### src/rtl/video_sched_pkg.sv
// Shared types and constants for the frame-synchronous video write scheduler.
package video_sched_pkg;

  localparam int unsigned VID_AW = 21;
  localparam int unsigned VID_DW = 32;

  // Address bit that selects frame-buffer space (bypasses the slot queue)
  localparam int unsigned FB_BIT = 20;

  typedef struct packed {
    logic [VID_AW-1:0] addr;
    logic [VID_DW-1:0] data;
  } vwr_t;

  typedef enum logic {
    WIN_CLOSED = 1'b0,
    WIN_OPEN   = 1'b1
  } win_state_t;

endpackage

### src/rtl/vsched_fifo.sv
// Synchronous FIFO for queued slot writes. Read data is the current head (show-ahead).
// A push into a full FIFO is accepted only when a pop happens in the same cycle.
module vsched_fifo
  import video_sched_pkg::*;
#(
  parameter int unsigned DepthLog2 = 4,
  parameter int unsigned Width     = $bits(vwr_t)
) (
  input  logic                 clk,
  input  logic                 reset,
  input  logic                 push,
  input  logic [Width-1:0]     wdata,
  input  logic                 pop,
  output logic [Width-1:0]     rdata,
  output logic                 full,
  output logic                 empty,
  output logic [DepthLog2:0]   count
);

  localparam int unsigned Depth = 1 << DepthLog2;
  localparam logic [DepthLog2:0] DepthCnt = (DepthLog2 + 1)'(Depth);

  logic [Width-1:0]     mem_q [Depth];
  logic [DepthLog2-1:0] wr_ptr_q, wr_ptr_d;
  logic [DepthLog2-1:0] rd_ptr_q, rd_ptr_d;
  logic [DepthLog2:0]   count_q, count_d;
  logic                 do_push, do_pop;

  assign full  = (count_q == DepthCnt);
  assign empty = (count_q == '0);
  assign count = count_q;
  assign rdata = mem_q[rd_ptr_q];

  assign do_pop  = pop & ~empty;
  assign do_push = push & (~full | do_pop);

  // Next-state for pointers and occupancy
  always_comb begin
    wr_ptr_d = wr_ptr_q;
    rd_ptr_d = rd_ptr_q;
    count_d  = count_q;
    if (do_push) wr_ptr_d = wr_ptr_q + DepthLog2'(1);
    if (do_pop)  rd_ptr_d = rd_ptr_q + DepthLog2'(1);
    unique case ({do_push, do_pop})
      2'b10:   count_d = count_q + (DepthLog2 + 1)'(1);
      2'b01:   count_d = count_q - (DepthLog2 + 1)'(1);
      default: count_d = count_q;
    endcase
  end

  // Pointer/count state, cleared by reset (discards queued entries)
  always_ff @(posedge clk or posedge reset) begin
    if (reset) begin
      wr_ptr_q <= '0;
      rd_ptr_q <= '0;
      count_q  <= '0;
    end else begin
      wr_ptr_q <= wr_ptr_d;
      rd_ptr_q <= rd_ptr_d;
      count_q  <= count_d;
    end
  end

  // Storage array; contents are don't-care until written
  always_ff @(posedge clk) begin
    if (do_push) mem_q[wr_ptr_q] <= wdata;
  end

endmodule

### src/rtl/video_wr_scheduler.sv
// Frame-synchronous write scheduler: slot-register writes are queued and released only
// inside the vertical blanking window; frame-buffer writes bypass the queue.
module video_wr_scheduler
  import video_sched_pkg::*;
#(
  parameter int unsigned DEPTH_LOG2 = 4,
  parameter int unsigned AW         = VID_AW,
  parameter int unsigned DW         = VID_DW
) (
  input  logic                  clk,
  input  logic                  reset,
  input  logic                  video_cs,
  input  logic                  video_wr,
  input  logic [AW-1:0]         video_addr,
  input  logic [DW-1:0]         video_wr_data,
  input  logic                  frame_start,
  input  logic                  frame_end,
  input  logic                  sync_en,
  input  logic                  ovf_clr,
  output logic                  out_cs,
  output logic                  out_wr,
  output logic [AW-1:0]         out_addr,
  output logic [DW-1:0]         out_wr_data,
  output logic [DEPTH_LOG2:0]   fifo_count,
  output logic                  overflow,
  output logic                  window_open
);

  win_state_t          win_q, win_d;
  logic                accept, is_fb, bypass, push_req, pop, drop;
  logic                fifo_full, fifo_empty;
  logic [AW+DW-1:0]    fifo_rdata;
  logic                ovf_q, ovf_d;
  logic                out_wr_q, out_wr_d;
  logic [AW-1:0]       out_addr_q, out_addr_d;
  logic [DW-1:0]       out_data_q, out_data_d;

  // Video space is write-only: a select without a write strobe does nothing
  assign accept = video_cs & video_wr;
  assign is_fb  = video_addr[FB_BIT];

  // Slot writes may skip the queue only when unsynchronised and nothing is waiting,
  // otherwise they would overtake older queued writes
  assign bypass   = accept & (is_fb | (~sync_en & fifo_empty));
  assign push_req = accept & ~bypass;
  assign pop      = (window_open | ~sync_en) & ~fifo_empty & ~bypass;
  assign drop     = push_req & fifo_full & ~pop;

  vsched_fifo #(
    .DepthLog2 (DEPTH_LOG2),
    .Width     (AW + DW)
  ) u_fifo (
    .clk   (clk),
    .reset (reset),
    .push  (push_req),
    .wdata ({video_addr, video_wr_data}),
    .pop   (pop),
    .rdata (fifo_rdata),
    .full  (fifo_full),
    .empty (fifo_empty),
    .count (fifo_count)
  );

  // Blanking window: opens on frame_end, closes on frame_start (start wins on a tie)
  always_comb begin
    win_d = win_q;
    if (frame_start)    win_d = WIN_CLOSED;
    else if (frame_end) win_d = WIN_OPEN;
  end

  // Sticky overflow; a drop in the same cycle as a clear keeps it set
  always_comb begin
    ovf_d = ovf_q;
    if (drop)         ovf_d = 1'b1;
    else if (ovf_clr) ovf_d = 1'b0;
  end

  // Output mux: bypass write has priority over a queue pop
  always_comb begin
    out_wr_d   = 1'b0;
    out_addr_d = out_addr_q;
    out_data_d = out_data_q;
    if (bypass) begin
      out_wr_d   = 1'b1;
      out_addr_d = video_addr;
      out_data_d = video_wr_data;
    end else if (pop) begin
      out_wr_d   = 1'b1;
      out_addr_d = fifo_rdata[AW+DW-1:DW];
      out_data_d = fifo_rdata[DW-1:0];
    end
  end

  // Window state, overflow flag and registered decoder bus
  always_ff @(posedge clk or posedge reset) begin
    if (reset) begin
      win_q      <= WIN_CLOSED;
      ovf_q      <= 1'b0;
      out_wr_q   <= 1'b0;
      out_addr_q <= '0;
      out_data_q <= '0;
    end else begin
      win_q      <= win_d;
      ovf_q      <= ovf_d;
      out_wr_q   <= out_wr_d;
      out_addr_q <= out_addr_d;
      out_data_q <= out_data_d;
    end
  end

  assign window_open = (win_q == WIN_OPEN);
  assign overflow    = ovf_q;
  assign out_cs      = out_wr_q;
  assign out_wr      = out_wr_q;
  assign out_addr    = out_addr_q;
  assign out_wr_data = out_data_q;

endmodule
### config.mk
export PLATFORM = sky130hd
export DESIGN_NAME = video_wr_scheduler
export DESIGN_NICKNAME = d
export VERILOG_FILES = /design/src/rtl/video_sched_pkg.sv /design/src/rtl/vsched_fifo.sv /design/src/rtl/video_wr_scheduler.sv
export SDC_FILE = /design/constraint.sdc
export NUM_CORES = 1
export LEC_CHECK = 0
export ABC_AREA = 1
export CAP_MARGIN = 20
export CORE_ASPECT_RATIO = 0.7
export CORE_UTILIZATION = 40
export DETAILED_ROUTE_END_ITERATION = 12
export PLACE_DENSITY_LB_ADDON = 0.3
export SLEW_MARGIN = 10
export SYNTH_ARGS = -nofsm -noshare
export SYNTH_HDL_FRONTEND = slang
export SYNTH_SLANG_ARGS = --single-unit
### constraint.sdc
create_clock -name clk -period 5.2 [get_ports clk]
set_input_delay 0.78 -clock clk [delete_from_list [all_inputs] [get_ports clk]]
set_output_delay 0.78 -clock clk [all_outputs]
set_load 0.02 [all_outputs]
==> impl_metrics.toml <==
[drt]
num_vias = 26500
drtIter0Drc = 2437
firstDrtPassIters = 6
final_antenna_net_count = 0
wl_per_cell_um = 19.0
wl_um = 103000
via_per_inst = 4.90
drc = 0

[synthesis]
synth_top_area_frac = 0.637
ys.flop_type = "edfxtp_1"
synth_fa_ha_area_frac = 0.00282
synth.area.mux_share = 0
syn_avg_cell_area_um2 = 10.1
synth.distinct_cells = 25
yosysTopAreaCell = "edfxtp_1"
synth-simple-area-share = 0.222
synth_xor_area_frac = 0.00175
synth_top_family_by_area = "simple AND/OR/NAND/NOR gates"
yosysSeqAreaShare = 0.680
async_flop_share = 0.0752
synth-seq-cells = 917
synth_warnings = 0
synth_area_leaders = "edfxtp_1, nand2_1, nand3_1, inv_1, dfrtp_1"
synth-compound-area-share = 0.00147
synth_most_common_cell = "nand2_1"
synth_commonest_cells = "nand2_1, edfxtp_1, nand3_1"
synth_fp_nets = 4037
synth_cells = 3967
synth_edf_count = 848
synth_area_um2 = 40000

[layout]
area_growth_pct = 13.3
n_fill_cell = 9087
design_area_um2 = 45300
fin_nets = 4087
register_area_um2 = 27200
num_antenna_cells = 0
multiInputGateArea_um2 = 9260
drive_above_1_share = 0.0482

[run_status]
status = "complete, no violations"

[clock_tree]
path_clk_slew_ns = 0.06
cts_sinks = 917
clock_latency_ns = 0.66
cts_resized = 0
cts-root-buf = "clkbuf_16"
cts_tree = "yes"
cts_setup_buffers = 0
cts_buffer_depth = 3
cts_hold_buffers = 0
htreeDepth = 3
cts_buffers = 89

[grt]
grt_max_degree = 164
grt_usage = 0.204
grt_pass1_wl_um = 158000
antenna_found_initial = 1
grt.overflow.total = 0
grt_pass1_vias = 25700

[placed_design]
gp_congestion = 0.773
placed_area_um2 = 42500
hpwl_um = 53000
dp_slack_ns = 0.683
io_buffers = 122

[hold_path]
min_path_type = "reg -> reg"
min-delay-start = "overflow$_DFFE_PP0P_"

[sta]
finalSetupViolCount = 0
setup_slack_ns = 1.35
rsz0062_at_grt = "false"
worst_pin_slew_ns = 1.17
timing.fmax_mhz = 260
skew_ns = 0.0267
max_slew_margin = 0.218
hold_viol = 0
fin_crit_ns = 3.85
fin_setup_tns_ns = 0
finalCritPeriodShare = 0.740
maxSlewViolCount = 0

[floorplan]
placementRows = 96
ios = 123
die_x_um = 380
die_height_um = 267
dieArea_um2 = 101000
core_area_um2 = 98500
initial_core_util = 0.406

[critical_path]
crit_arrival_ns = 4.13
critPathMaxFanout = 30
crit_start = "video_addr[20]"
worstPathRequired_ns = 5.49
path_class = "in -> reg"
r2r_start = "u_fifo.count[1]$_DFFE_PP0P_"
worst_setup_path_start_kind = "input pin"
end_kind = "register"

[pwr]
total_power_mw = 22.8
p_leak_nw = 19.3
ir_drop_mv = 0.397
pwr_density_cell_nw_per_um2 = 503

[job]
drv_cap = 0
==> cell usage in the layout (no fill, tap or decap), types with 4 or more instances in the layout <==
master / count
nor2_1: 11
clkinv_2: 10
nand2_1: 1320
edfxtp_1: 848
clkbuf_1: 24
clkdlybuf4s50_1: 122
dfrtp_1: 65
clkbuf_8: 11
clkbuf_16: 94
xor2_1: 6
dfrtp_4: 4
nor2_4: 16
ha_1: 9
o21ai_0: 4
buf_12: 10
clkinv_1: 65
inv_1: 654
nand3_1: 755
buf_4: 31
==> worst max-delay path, cell delays in order <==
cell             delay, ns
clkdlybuf4s50_1       0.68
inv_2                 0.21
o221ai_2              0.20
nand2_2               0.15
nand2_2               0.33
buf_4                 0.34
nor2_4                0.75
buf_4                 0.61
==> layer usage <==
metal | vias to the layer above | global-route usage | share of wire
li1 | 12900 | - | -
met1 | 12700 | 0.297 | 0.47
met2 | 814 | 0.316 | 0.44
met3 | 156 | 0.0343 | 0.066
met4 | 2 | 0.0557 | 0.021
met5 | - | 0 | 0.00012
==> where the power goes <==
| group | internal (mW) | switching (mW) | leakage [nW] |
|---|---|---|---|
| Clock | 3.55 | 2.73 | 1.37 |
| Sequential | 8.49 | 0.546 | 8.47 |
| Combinational | 2.33 | 5.13 | 9.42 |
==> state kept, by name, summed over array words and instances, names as in the netlist <==
name and cells:
u_fifo.rd_ptr_q 4, u_fifo.mem_q 848, out_wr_data 32, u_fifo.wr_ptr_q 4
overflow 1, window_open 1, u_fifo.count 5, out_addr 21
out_cs 1
==> path summary, 6_finish.rpt <==
kind	endpoint	slack (ns)	depth (start not counted)
max in group asynchronous	out_wr_data[19]$_DFFE_PP0P_	3.65	3
max	u_fifo.mem_q[2][29]$_DFFE_PP_	1.35	8
max reg2reg	u_fifo.mem_q[2][29]$_DFFE_PP_	1.64	8
min	overflow$_DFFE_PP0P_	0.52	2
min in group asynchronous	out_addr[4]$_DFFE_PP0P_	0.69	2
min reg2reg	overflow$_DFFE_PP0P_	0.52	2
==> per-stage QoR <==
stage,hold slack (ns),util,instances
final,0.523,0.460,5409
after floorplan,0.505,-,3967
after global routing,0.563,0.460,5409
after global placement,0.516,0.431,5246
after detailed placement,0.522,0.431,5249
after CTS,0.531,0.460,5409
==> cell type report <==
| class | instances | share of cell area |
|---|---|---|
| inverter | 711 | 0.0594 |
| timing repair buffer | 164 | 0.0371 |
| sequential | 917 | 0.601 |
| multi-input combinational | 2134 | 0.204 |
| tap | 1323 | 0.0365 |
| clock buffer | 129 | 0.0573 |
| clock inverter | 31 | 0.00464 |
==> kinds of logic after synthesis <==
group	count (synthesis)
fa+ha+maj	9
simple gates	2109
buf+inv	916
xor+xnor	8
compound gates	8
flops	917
Note: power is estimated with default switching activity, not from simulation.
